$ cat src/rtl/rx_rs_pkg.sv
`default_nettype none
// ============================================================================
// Module  : rx_rs_pkg
// Brief   : Shared constants and FSM types for the receive RS link-fault path.
// Revision: 1.0 - initial release
// ============================================================================
package rx_rs_pkg;

    localparam logic [7:0] SEQ_CHAR     = 8'h9C;
    localparam logic [7:0] IDLE_CHAR    = 8'h07;
    localparam logic [7:0] FAULT_LOCAL  = 8'h01;
    localparam logic [7:0] FAULT_REMOTE = 8'h02;

    localparam logic [1:0] LF_OK     = 2'b00;
    localparam logic [1:0] LF_LOCAL  = 2'b10;
    localparam logic [1:0] LF_REMOTE = 2'b11;

    typedef enum logic [1:0] {
        ST_INIT  = 2'd0,
        ST_COUNT = 2'd1,
        ST_FAULT = 2'd2
    } rs_state_e;

    // last_type: 0 = local, 1 = remote
    typedef struct packed {
        rs_state_e  state;
        logic       last_type;
        logic [2:0] seq_cnt;
        logic [7:0] col_cnt;
        logic [1:0] link_fault;
    } rs_ctx_t;

endpackage
`default_nettype wire

$ cat src/rtl/rx_rs_col_decode.sv
`default_nettype none
// ============================================================================
// Module  : rx_rs_col_decode
// Brief   : Decodes one 4-lane XGMII column for fault sequences and scrubs them.
// Revision: 1.0 - initial release
// ============================================================================
module rx_rs_col_decode
    import rx_rs_pkg::*;
(
    input  logic [31:0] i_col_d,
    input  logic [3:0]  i_col_c,
    output logic        o_is_fault,
    output logic        o_fault_type,
    output logic [31:0] o_scrub_d,
    output logic [3:0]  o_scrub_c
);

    logic w_hdr_ok;
    logic w_is_local;
    logic w_is_remote;

    always_comb begin
        w_hdr_ok    = (i_col_c == 4'b0001) && (i_col_d[7:0] == SEQ_CHAR) &&
                      (i_col_d[23:8] == 16'h0000);
        w_is_local  = w_hdr_ok && (i_col_d[31:24] == FAULT_LOCAL);
        w_is_remote = w_hdr_ok && (i_col_d[31:24] == FAULT_REMOTE);

        o_is_fault   = w_is_local || w_is_remote;
        o_fault_type = w_is_remote;
        o_scrub_d    = o_is_fault ? {4{IDLE_CHAR}} : i_col_d;
        o_scrub_c    = o_is_fault ? 4'hF : i_col_c;
    end

endmodule
`default_nettype wire

$ cat src/rtl/rx_rs_link_fault.sv
`default_nettype none
// ============================================================================
// Module  : rx_rs_link_fault
// Brief   : Receive RS stage: link-fault state machine and fault-column scrub.
// Revision: 1.0 - initial release
// ============================================================================
module rx_rs_link_fault
    import rx_rs_pkg::*;
#(
    parameter int COL_WINDOW = 128,
    parameter int SEQ_THRESH = 4
) (
    input  logic        rxclk,
    input  logic        reset,
    input  logic [63:0] xgmii_rxd,
    input  logic [7:0]  xgmii_rxc,
    output logic [63:0] rxd64_out,
    output logic [7:0]  rxc8_out,
    output logic [1:0]  link_fault,
    output logic        seq_seen
);

    logic [63:0] r_rxd1;
    logic [7:0]  r_rxc1;
    rs_ctx_t     r_ctx;
    rs_ctx_t     w_ctx_a;
    rs_ctx_t     w_ctx_next;

    logic        w_fault_a, w_fault_b;
    logic        w_type_a,  w_type_b;
    logic [31:0] w_scrub_d_a, w_scrub_d_b;
    logic [3:0]  w_scrub_c_a, w_scrub_c_b;

    rx_rs_col_decode u_dec_a (
        .i_col_d      (r_rxd1[31:0]),
        .i_col_c      (r_rxc1[3:0]),
        .o_is_fault   (w_fault_a),
        .o_fault_type (w_type_a),
        .o_scrub_d    (w_scrub_d_a),
        .o_scrub_c    (w_scrub_c_a)
    );

    rx_rs_col_decode u_dec_b (
        .i_col_d      (r_rxd1[63:32]),
        .i_col_c      (r_rxc1[7:4]),
        .o_is_fault   (w_fault_b),
        .o_fault_type (w_type_b),
        .o_scrub_d    (w_scrub_d_b),
        .o_scrub_c    (w_scrub_c_b)
    );

    // One column's worth of state-machine advance; applied to A then to B.
    function automatic rs_ctx_t fsm_step(input rs_ctx_t cur, input logic is_fault,
                                         input logic ftype);
        rs_ctx_t nxt;
        nxt = cur;
        if (is_fault) begin
            nxt.col_cnt = 8'd0;
            if (cur.state == ST_INIT || ftype != cur.last_type) begin
                nxt.state     = ST_COUNT;
                nxt.last_type = ftype;
                nxt.seq_cnt   = 3'd1;
            end else if (cur.state == ST_COUNT) begin
                if (cur.seq_cnt != 3'd7)
                    nxt.seq_cnt = cur.seq_cnt + 3'd1;
                if (int'(nxt.seq_cnt) >= SEQ_THRESH) begin
                    nxt.state      = ST_FAULT;
                    nxt.link_fault = ftype ? LF_REMOTE : LF_LOCAL;
                end
            end
        end else if (cur.state != ST_INIT) begin
            if (cur.col_cnt != 8'hFF)
                nxt.col_cnt = cur.col_cnt + 8'd1;
            if (int'(nxt.col_cnt) >= COL_WINDOW) begin
                nxt.state      = ST_INIT;
                nxt.seq_cnt    = 3'd0;
                nxt.col_cnt    = 8'd0;
                nxt.link_fault = LF_OK;
            end
        end
        return nxt;
    endfunction

    always_comb begin
        w_ctx_a    = fsm_step(r_ctx, w_fault_a, w_type_a);
        w_ctx_next = fsm_step(w_ctx_a, w_fault_b, w_type_b);
    end

    always_ff @(posedge rxclk or posedge reset) begin
        if (reset) begin
            r_rxd1    <= 64'd0;
            r_rxc1    <= 8'd0;
            r_ctx     <= '0;
            rxd64_out <= 64'd0;
            rxc8_out  <= 8'd0;
            seq_seen  <= 1'b0;
        end else begin
            r_rxd1    <= xgmii_rxd;
            r_rxc1    <= xgmii_rxc;
            r_ctx     <= w_ctx_next;
            rxd64_out <= {w_scrub_d_b, w_scrub_d_a};
            rxc8_out  <= {w_scrub_c_b, w_scrub_c_a};
            seq_seen  <= w_fault_a | w_fault_b;
        end
    end

    assign link_fault = r_ctx.link_fault;

endmodule
`default_nettype wire
$ cat config.mk
export PLATFORM = sky130hd
export DESIGN_NAME = rx_rs_link_fault
export DESIGN_NICKNAME = d
export VERILOG_FILES = /design/src/rtl/rx_rs_pkg.sv /design/src/rtl/rx_rs_col_decode.sv /design/src/rtl/rx_rs_link_fault.sv
export SDC_FILE = /design/constraint.sdc
export NUM_CORES = 1
export LEC_CHECK = 0
export ABC_AREA = 1
export BUFFER_PORTS_ARGS = -buffer_cell sky130_fd_sc_hd__buf_2
export CORE_MARGIN = 2
export CORE_UTILIZATION = 35
export CTS_CLUSTER_SIZE = 30
export DETAILED_ROUTE_END_ITERATION = 10
export HOLD_SLACK_MARGIN = 0.15
export SLEW_MARGIN = 20
export SYNTH_ARGS = -nofsm -noshare
export SYNTH_HDL_FRONTEND = slang
export SYNTH_HIERARCHICAL = 1
export SYNTH_SLANG_ARGS = --single-unit
$ cat constraint.sdc
create_clock -name rxclk -period 11.9 [get_ports rxclk]
set_input_delay 1.19 -clock rxclk [delete_from_list [all_inputs] [get_ports rxclk]]
set_output_delay 1.19 -clock rxclk [all_outputs]
set_load 0.05 [all_outputs]
[Yosys cells after proc, flatten, opt, wreduce, memory -nomap -nowiden]
Index checks and enable logic that the tools add are counted.
Storage, ports and cells
  register bits: 161
  word-level logic and storage cells: 105
Operators by class
  add/sub/neg operators: 4
  order comparisons: 4
  equality and inequality tests: 16
  mux-type cells: 52
  bitwise gates (word level): 1
  reductions and logical operators: 18
Operator list (number)
  13-bit 2-to-1 mux: 6
  32-bit 2-to-1 mux: 2
  8-bit 2-to-1 mux: 6
  2-bit 2-to-1 mux: 18
  3-bit 2-to-1 mux: 12
  16-bit logical NOT: 2
  8-bit by 1-bit adder with 8-bit output (second input constant): 2
  8-bit by 1-bit equality test with 1-bit output (second input constant): 2
  8-bit by 2-bit equality test with 1-bit output (second input constant): 2
  8-bit equality test (second input constant): 2
  8-bit >= comparator (second input constant): 2
  8-bit inequality test (second input constant): 2
  4-bit by 1-bit equality test with 1-bit output (second input constant): 2
  1-bit logical AND: 8
  4-bit 2-to-1 mux: 2
  3-bit by 1-bit adder with 3-bit output (second input constant): 2
  3-bit >= comparator (second input constant): 2
  1-bit 2-to-1 mux: 6
  3-bit inequality test (second input constant): 2
  2-bit by 1-bit equality test with 1-bit output (second input constant): 2
  2-bit logical NOT: 2
  1-bit logical OR: 4
  2-bit nonzero test: 2
  1-bit inequality test: 2
  1-bit OR: 1

[Logic depth before layout (Yosys ltp)]
Gate-level depths: netlist of run 1.
  word-level depth: 23
  mapped depth: 24
  depth with buffers taken out: 24

[Modules after synthesis]
The synthesis of run 1 kept the hierarchy.
Modules (own cells, without submodules)
  rx_rs_link_fault: instances 1, cells an instance 375, area each 5156.2 um^2, sequential area each 4028.9 um^2
  rx_rs_col_decode: instances 2, cells an instance 105, area each 451.7 um^2, sequential area each 0.0 um^2

[Worst setup path after synthesis of run 1]
No wires, ideal clock.
  kind: reg2reg
  from: register r_rxd1[1]
  to: register r_ctx[3] in the netlist's numbering
  arrival: 2.313 ns
  data required time: 11.831 ns
  setup slack: 9.518 ns
  stages on the path, launching flop included: 21
  buffers on the path: 0
  clock period less this slack: 2.382 ns
  cells stage by stage: dfrtp_1 > inv_1 > nand2_1 > nor2_1 > nand2_1 > nor2_1 > nand3_1 > nor2_1 > inv_2 > nand2_2 > inv_1 > nand2_1 > inv_1 > ha_1 > nand3_1 > nor3_2 > nand4_1 > nand2_4 > nand2_4 > nand2_4 > nor2_2
RTL lines
  start: declaration: RTL line rx_rs_link_fault.sv:23  | logic [63:0] r_rxd1;
  start signal: assignment: RTL line rx_rs_link_fault.sv:98  | r_rxd1 <= xgmii_rxd;
  end signal: assignment: RTL line rx_rs_link_fault.sv:100  | r_ctx <= w_ctx_next;
  end: declaration: RTL line rx_rs_link_fault.sv:25  | rs_ctx_t r_ctx;

==> impl_summary.log, run 1 <==
INFO  metric outcome = finished clean
INFO  metric startpoint_type_of_the_worst_setup_path = flop
INFO  metric insertion_delay = 0.42 ns
INFO  metric synth-simple-area-share = between 20% and 30%
INFO  metric cts_inserted_buffers = 17
INFO  metric postRouteAntennaNets = 0
INFO  metric share_clk_of_total_power = roughly 45%
INFO  metric seqPwrFrac = a little under half
INFO  metric post_synth_mux_area_share = 0.186%
INFO  metric cts_setup_buffers = 0
INFO  metric dp_hpwl = between 9 and 10 mm
INFO  metric globalRouteOverflowTotal = 0
INFO  metric detail_route.first_pass.iterations = 4
INFO  metric unrepaired_setup_endpoints_after_global_routing = false
INFO  metric cap_viol_max_count = 0
INFO  metric start_util = ~35%
INFO  metric clockRootBuffer = clkbuf_16
INFO  metric cts_tree = built
INFO  metric total_power_per_unit_cell_area = between 150 and 200 nW/um^2
INFO  metric worst-slew-pin-transition = 0.853 ns
INFO  metric die_area = 18400 sq um
INFO  metric critPathMaxFanout = 9
INFO  metric final_nets = 788
INFO  metric timing.setup.tns = 0 ns
INFO  metric synth_xor_xnor_area_share = under 10%
INFO  metric skew = roughly 0.0068 ns
INFO  metric syn_area = around 6100 sq um
INFO  metric num_rows = 48
INFO  metric power.share.combinational = under 10%
INFO  metric timing_worst_setup_path_type = flop to flop
INFO  metric timing_hold_violations_final = 0
INFO  metric floorplan.die.width = about 140 um
INFO  metric cts.clk_slew.worst_paths = roughly 0.06 ns
INFO  metric vias_post_dr = around 4000
INFO  metric die_h = 136 um
INFO  metric final.setup.worst_slack = 8.93 ns
INFO  metric clock.fmax = around 340 MHz
INFO  metric ys_seq_area_share = 66.5%
INFO  metric ys_types = 35
INFO  metric grt_antenna_before_repair = 1
INFO  metric design_power_total = 1.22 mW
INFO  metric numClockSinks = roughly 160
INFO  metric critPathCaptureType = flop
INFO  metric final-max-slew-violation-count = 0
INFO  metric synth.largest_area_cell = dfrtp_1
INFO  metric num_io_pins = roughly 150
INFO  metric design.core.area = roughly 17000 sq um
INFO  metric synth_largest_type_area_fraction = 66.5%
INFO  metric internal_power = around 0.91 mW
INFO  metric synth_warnings = 6
INFO  metric grt_pass1_vias = roughly 4100
INFO  metric grt_util_all_layers = between 10% and 20%
INFO  metric netlist_instances = just under 600
INFO  metric cp_data_required_time = 12.25 ns
INFO  metric post_place_setup_slack = between 8 and 9 ns
INFO  metric synth_adder_area_share = less than 1%
INFO  metric io_buffer_count = between 100 and 150
INFO  metric finalWirelength = between 10 and 15 mm
INFO  metric most_frequent_cells_in_the_layout = dfrtp_1, buf_2, nand2_1, inv_1, nor2_1
INFO  metric detailedRoute.firstIterationViolations = approximately 180
INFO  metric final_weighted_congestion_of_routability_driven_global_placement = 0.868
INFO  metric max-vdd-ir-drop = around 120 uV
INFO  metric critPathArrivalTime = roughly 3.3 ns
INFO  metric cts_resized = 0
INFO  metric area_growth = 24.0%
INFO  metric combinational_family_with_the_most_area_after_synthesis = simple AND/OR/NAND/NOR gates
INFO  metric synth_area_per_cell = 10.4 sq um
INFO  metric timing.final.crit_period = 2.97 ns
INFO  metric leakage = ~3.8 nW
INFO  metric p_switching = roughly 0.31 mW
INFO  metric post_cts_hold_buffer_count = 0
INFO  metric drive_gt1_share = ~34%
INFO  metric clk_path_buf_depth = 2
INFO  metric detail_route.vias_per_cell = ~4.2
INFO  metric remaining_drc_errors = 0
INFO  metric post_synth_main_area_contributors = dfrtp_1, nand2_1, inv_1, nor2_1, clkbuf_1
INFO  metric min_path_type = flop to flop
INFO  metric mostFrequentLayoutCell = dfrtp_1
INFO  metric post_drt_wl_per_cell = roughly 13 um
INFO  metric h-tree-depth = 4
INFO  metric synth-seq-cells = around 160
INFO  metric synth_nets = ~660
INFO  metric grt_max_degree = 100
INFO  metric report.final.setup_viol = 0
INFO  metric grt_first_pass_wirelength = 20.6 mm
INFO  metric final_min_period_over_clock_period = between 20% and 30%
INFO  metric switching_share = about a quarter
INFO  metric synth_area_in_compound_gates = between 2 and 3%
INFO  metric slew_headroom = between 40% and 50%
-- cells in the mapped netlist --
cell type  count
a21oi_1        7
dfrtp_1      161
o21ai_1        3
nand2_2       18
nand2_4        5
o21bai_1       1
a21oi_4        1
nor2_4         3
ha_1           4
and2_1         2
nor2_2        21
mux2_2         1
o21ai_4        1
clkbuf_1      39
inv_2          7
nor3b_1        1
xor2_1         5
nor3_2         2
nand3_2        1
xnor2_1        2
o211ai_1       1
buf_6          3
nand3_1       17
nor2_1        62
nand2_1      107
o21ai_0       11
nand3_4        2
buf_4          2
inv_1         77
nor3_1         5
clkinv_1       1
nand4_1        9
o22ai_1        1
a31oi_1        1
o21ai_2        1
-- layer usage --
| layer | wire (um) | vias up | GRT usage, % |
|---|---|---|---|
| met5 | 0 | - | 0 |
| met3 | 1180 | 9 | 7.03 |
| met1 | 5220 | 1847 | 18.0 |
| li1 | - | 1989 | - |
| met2 | 5840 | 123 | 23.1 |
| met4 | 149 | 0 | 4.05 |
-- power by group through the flow --
stage | clock network, mW | logic, mW | registers, mW
after floorplan | 0 | 0.0225 | 0.635
after global placement | 0 | 0.0964 | 0.590
after detailed placement | 0 | 0.0966 | 0.591
after CTS | 0.563 | 0.0970 | 0.581
after global routing | 0.589 | 0.103 | 0.583
final | 0.548 | 0.0950 | 0.581
-- final timing paths --
check | from | slack, ns | endpoint | cells after the start
min | r_rxd1[14]$_DFF_PP0_ | 0.37 | rxd64_out[14]$_DFF_PP0_ | 0
max reg2reg | r_rxd1[13]$_DFF_PP0_ | 8.93 | r_ctx[3]$_DFF_PP0_ | 20
min reg2reg | r_rxd1[14]$_DFF_PP0_ | 0.37 | rxd64_out[14]$_DFF_PP0_ | 0
max in group asynchronous | reset | 9.65 | rxd64_out[28]$_DFF_PP0_ | 3
max | r_rxd1[13]$_DFF_PP0_ | 8.93 | r_ctx[3]$_DFF_PP0_ | 20
min in group asynchronous | reset | 0.93 | r_rxd1[15]$_DFF_PP0_ | 2
-- area by class of cell --
| class | count | area, sq um |
|---|---|---|
| antenna | 1 | 2.50 |
| timing repair buffer | 150 | 756 |
| clock inverter | 15 | 179 |
| fill | 1660 | 9600 |
| sequential | 161 | 4030 |
| clock buffer | 17 | 425 |
| tap | 225 | 282 |
| inverter | 85 | 324 |
| multi-input combinational | 295 | 1520 |
-- through the flow --
stage          cells  utilization (%)  instance area, sq um  hold slack (ns)
2_1_floorplan    585                -                  6060            0.422
3_3_place_gp     916             40.4                  6910            0.355
3_5_place_dp     916             40.4                  6910            0.360
4_1_cts          948             43.9                  7510            0.374
5_1_grt          949             43.9                  7510            0.380
6_report         949             43.9                  7510            0.374
-- logic make-up (layout without fill, tap and decap cells) --
group                    count (synthesis)  after routing
AND/OR/NAND/NOR                        255            255
flip-flops                             161            161
buffers and inverters                  129            267
AO/OA/AOI/OAI                           28             28
XOR/XNOR                                 7              7
adder cells (fa/ha/maj)                  4              4
multiplexers                             1              1
other                                    0              1
-- state kept, by name, indices dropped and copies added, names as in the netlist --
name / count
r_ctx: 14
r_rxd1: 64
rxd64_out: 64
rxc8_out: 8
seq_seen: 1
link_fault: 2
r_rxc1: 8
-- worst max-delay path, stage by stage, from the launching register on --
cell and delay (ns):
dfrtp_1 0.38, inv_1 0.05, nand2_1 0.05, nor2_1 0.21, nand2_1 0.08, nor2_1 0.10, nand3_1 0.10, nor2_1 0.43
inv_2 0.19, nand2_2 0.24, inv_1 0.06, nand2_1 0.08, inv_1 0.05, ha_1 0.18, nand3_1 0.10, nor3_2 0.07
nand4_1 0.13, nand2_4 0.09, nand2_4 0.11, nand2_4 0.08, nor2_2 0.10
Power figures use the tool's default switching activity.
==> run 2: changes to the inputs <==
Settings changed: ABC_AREA 1 to 0.
Clock period 11.9 ns to 2.78 ns, I/O delays scaled along.
==> run 2 against run 1 <==
  * Utilization up 8.0 points
  * Largest cell class unchanged
  * Sequential share of layout area down 8.9 points
  * Setup slack worse by 9.1 ns
  * Worst hold slack worse by 0.0028 ns
  * Critical endpoint is now r_ctx[11]$_DFF_PP0_
  * The flow now finishes with violations (negative setup slack)
  * Power rose to 4.4 times the previous value
  * First-iteration DRC count up 4.5%
  * Routed wire length up 21%
  * Area after synthesis up 3.2%
  * Critical path depth down 8
==> impl_summary.log, run 2 <==
INFO  metric critPathCaptureType = flop (unchanged)
INFO  metric clk_path_buf_depth = 2 (unchanged)
INFO  metric syn_area = 6250 sq um (was 6060 sq um)
INFO  metric power.share.combinational = 9.7% (was 7.8%)
INFO  metric start_util = 36.0% (was 35.4%)
INFO  metric die_area = 18900 sq um (was 18400 sq um)
INFO  metric grt_pass1_vias = 4740 (was 4081)
INFO  metric slew_headroom = 38.0% (was 43.2%)
INFO  metric timing.final.crit_period = 2.92 ns (was 2.97 ns)
INFO  metric vias_post_dr = 4562 (was 3968)
INFO  metric critical-path-top-delay-family = simple AND/OR/NAND/NOR gates (unchanged)
INFO  metric utilization = 51.9% (was 43.9%)
INFO  metric fillers = 1377 (was 1660)
INFO  metric synth-seq-cells = 161 (unchanged)
INFO  metric internal_power = 4.02 mW (was 0.910 mW)
INFO  metric detail_route.first_pass.iterations = 4 (unchanged)
INFO  metric report.final.setup_viol = 12 (was 0)
INFO  metric leakage = 4.07 nW (was 3.83 nW)
INFO  metric synth_nets = 557 (was 663)
INFO  metric postRouteAntennaNets = 0 (unchanged)
INFO  metric register_area = 4030 sq um (unchanged)
INFO  metric synth_largest_type_area_fraction = 64.5% (was 66.5%)
INFO  metric startpoint_type_of_the_worst_setup_path = flop (unchanged)
INFO  metric num_io_pins = 149 (unchanged)
INFO  metric synth.largest_area_cell = dfrtp_1 (unchanged)
INFO  metric antenna_cells_inserted = 0 (was 1)
INFO  metric share_clk_of_total_power = 43.7% (was 44.8%)
INFO  metric final-max-slew-violation-count = 0 (unchanged)
INFO  metric ys_types = 64 (was 35)
INFO  metric most_frequent_cells_in_the_layout = dfrtp_1, buf_2, dlygate4sd3_1, buf_4, inv_1 (was dfrtp_1, buf_2, nand2_1, inv_1, nor2_1)
INFO  metric ys_seq_area_share = 64.5% (was 66.5%)
INFO  metric synth_enable_flop_cells = 0 (unchanged)
INFO  metric synthTopCellsByCount = dfrtp_1, clkbuf_1, inv_1, nor2_1, nand2_1 (was dfrtp_1, nand2_1, inv_1, nor2_1, clkbuf_1)
INFO  metric unrepaired_setup_endpoints_after_global_routing = true (was false)
INFO  metric mostFrequentLayoutCell = dfrtp_1 (unchanged)
INFO  metric dp_hpwl = 10.2 mm (was 9.11 mm)
INFO  metric design_power_total = 5.37 mW (was 1.22 mW)
INFO  metric synth_area_per_cell = 13.1 sq um (was 10.4 sq um)
INFO  metric grt_first_pass_wirelength = 23.7 mm (was 20.6 mm)
INFO  metric failed_checks = negative setup slack
INFO  metric num_rows = 48 (unchanged)
INFO  metric seqPwrFrac = 46.7% (was 47.5%)
INFO  metric max-vdd-ir-drop = 497 uV (was 121 uV)
INFO  metric grt_max_degree = 162 (was 100)
INFO  metric p_switching = 1.35 mW (was 0.313 mW)
INFO  metric final_weighted_congestion_of_routability_driven_global_placement = 0.868 (about the same)
INFO  metric clock.fmax = 342 MHz (was 337 MHz)
INFO  metric cts.clk_slew.worst_paths = 0.07 ns (was 0.06 ns)
INFO  metric grt_util_all_layers = 16.4% (was 14.6%)
INFO  metric post_drt_wl_per_cell = 15.7 um (was 13.0 um)
INFO  metric min_path_type = flop to flop (unchanged)
INFO  metric timing_worst_setup_path_type = flop to flop (unchanged)
INFO  metric cp_data_required_time = 3.09 ns (was 12.25 ns)
INFO  metric globalRouteOverflowTotal = 0 (unchanged)
INFO  metric cts_tree = built (unchanged)
INFO  metric skew = 0.00770 ns (was 0.00678 ns)
INFO  metric timing_hold_violations_final = 0 (unchanged)
INFO  metric netlist_instances = 479 (was 585)
INFO  metric outcome = complete, but fails checks (was finished clean)
INFO  metric critical_path.n_buffers_inverters = 3 (was 4)
INFO  metric numClockSinks = 161 (unchanged)
INFO  metric io_buffer_count = 148 (unchanged)
INFO  metric insertion_delay = 0.43 ns (was 0.42 ns)
INFO  metric cpMostUsedCell = buf_4
INFO  metric worst-slew-pin-transition = 0.925 ns (was 0.853 ns)
INFO  metric critical_path.cell_chain = and4bb_2, nand4_4, nor4_4, buf_4, buf_4, or4_4, a211oi_4, nand2_2, buf_6, o31ai_4, o21ai_2, a32o_1 (was inv_1, nand2_1, nor2_1, nand2_1, nor2_1, nand3_1, nor2_1, inv_2, nand2_2, inv_1, nand2_1, inv_1, ha_1, nand3_1, nor3_2, nand4_1, nand2_4, nand2_4, nand2_4, nor2_2)
INFO  metric cp_slowest_stage_delay = 0.50 ns (was 0.43 ns)
INFO  metric final_min_period_over_clock_period = 105% (was 25.0%)
INFO  metric timing.setup.tns = -1.05 ns (was 0 ns)
INFO  metric prevailing_post_synth_register_cell = dfrtp_1 (unchanged)
INFO  metric synth_warnings = 6 (unchanged)
INFO  metric floorplan.die.width = 138 um (was 136 um)
INFO  metric final_nets = 794 (was 788)
INFO  metric reg.largest.list = r_rxd1 x64, rxd64_out x64, r_ctx x14 (unchanged)
INFO  metric cap_viol_max_count = 0 (unchanged)
INFO  metric remaining_drc_errors = 0 (unchanged)
INFO  metric h-tree-depth = 4 (unchanged)
INFO  metric final.setup.worst_slack = -0.145 ns (was 8.93 ns)
INFO  metric finalWirelength = 14.9 mm (was 12.4 mm)
INFO  metric multi_input_comb_area = 2040 sq um (was 1520 sq um)
INFO  metric critical-path-slowest-cell = or4_4 (was nor2_1)
INFO  metric total_power_per_unit_cell_area = 597 nW/um^2 (was 163 nW/um^2)
INFO  metric design.core.area = 17400 sq um (was 17100 sq um)
INFO  metric detailedRoute.firstIterationViolations = 186 (was 178)
INFO  metric yosys.cell_count.top_type = dfrtp_1 (unchanged)
INFO  metric grt_antenna_before_repair = 0 (was 1)
INFO  metric ys_async_sr_fraction = 100% (unchanged)
INFO  metric critPathArrivalTime = 3.24 ns (was 3.32 ns)
INFO  metric switching_share = 25.2% (was 25.6%)
INFO  metric area_growth = 44.1% (was 24.0%)
INFO  metric drive_gt1_share = 42.1% (was 34.0%)
INFO  metric post_place_setup_slack = -0.167 ns (was 8.99 ns)
INFO  metric die_h = 138 um (was 136 um)
INFO  metric post_synth_main_area_contributors = dfrtp_1, o41ai_2, clkbuf_1, o41ai_1, inv_1 (was dfrtp_1, nand2_1, inv_1, nor2_1, clkbuf_1)
INFO  metric cts_inserted_buffers = 17 (unchanged)
INFO  metric clockRootBuffer = clkbuf_16 (unchanged)
INFO  metric critPathMaxFanout = 6 (was 9)
INFO  metric detail_route.vias_per_cell = 4.78 (was 4.18)
-- run 2: cell types whose count changed after synthesis, sizes merged, moves of 6 or more --
cell   change
nor2      -57
nand4      -6
o41a       +6
nand3     -13
nor4      +17
o21ai      -6
o41ai     +28
xnor2      +7
nand2    -111
inv       -49
buf       +11
a21oi      +7
-- run 2: area by class of cell --
cell class / instances / share of cell area [%]
well taps: 225 / 3.13
repair buffers: 277 / 21.3
clock buffers: 20 / 5.07
flip-flops and latches: 161 / 44.7
multi-input cells: 224 / 22.6
clock inverters: 12 / 1.64
inverters: 35 / 1.50
-- run 2: routing by layer --
metal,part of all wire (%),GRT usage [%]
met1,42,20.0
met2,50,27.1
met3,5.1,4.64
met4,2.7,7.27
met5,0,0
-- run 2: worst register-to-register path, stage by stage, from the launching register on --
cell and delay [ns]:
dfrtp_1 0.39, and4bb_2 0.27, nand4_4 0.14, nor4_4 0.06
buf_4 0.16, buf_4 0.14, or4_4 0.50, a211oi_4 0.30
nand2_2 0.13, buf_6 0.16, o31ai_4 0.28, o21ai_2 0.09
a32o_1 0.20
-- run 2: power by group through the flow --
| stage | sequential [mW] | clock [mW] | combinational [mW] |
|---|---|---|---|
| floorplan | 2.73 | 0 | 0.113 |
| global placement | 2.54 | 0 | 0.439 |
| detailed placement | 2.55 | 0 | 0.443 |
| CTS | 2.51 | 2.40 | 0.524 |
| global route | 2.52 | 2.51 | 0.554 |
| finish | 2.51 | 2.35 | 0.521 |
-- run 2: metrics by stage --
step                instances  area (sq um)  hold WS (ns)
detailed placement        833          7360         0.357
global placement          833          7360         0.357
finish                    954          9000         0.371
CTS                       944          8790         0.374
global route              954          9000         0.386
floorplan                 479          6300         0.309
-- run 2: cell families after synthesis --
logic type,Yosys count,synth area share [%]
buffers and inverters,94,6.63
AO/OA/AOI/OAI,90,12.6
multiplexers,7,1.16
AND/OR/NAND/NOR,109,12.4
adder cells (fa/ha/maj),4,0.801
XOR/XNOR,14,1.96
flip-flops,161,64.5
-- run 2: final timing paths --
check | startpoint | end | slack [ns] | depth (start not counted)
setup reg to reg | r_rxd1[3]$_DFF_PP0_ | r_ctx[11]$_DFF_PP0_ | -0.14 | 12
hold reg to reg | r_rxd1[37]$_DFF_PP0_ | rxd64_out[37]$_DFF_PP0_ | 0.37 | 0
setup / recovery | r_rxd1[3]$_DFF_PP0_ | r_ctx[11]$_DFF_PP0_ | -0.14 | 12
max in group asynchronous | reset | r_rxd1[43]$_DFF_PP0_ | 1.55 | 4
hold / removal | r_rxd1[37]$_DFF_PP0_ | rxd64_out[37]$_DFF_PP0_ | 0.37 | 0
min in group asynchronous | reset | r_rxd1[22]$_DFF_PP0_ | 0.64 | 4
-- run 2: repair_timing --
item | CTS | global route
endpoints found under the hold margin | 146 | 0
endpoints found under the setup margin | 9 | 14
gates resized for setup | 11 | 24
hold buffers | 73 | 0
pin swaps | 13 | 23
setup buffers | 6 | 10
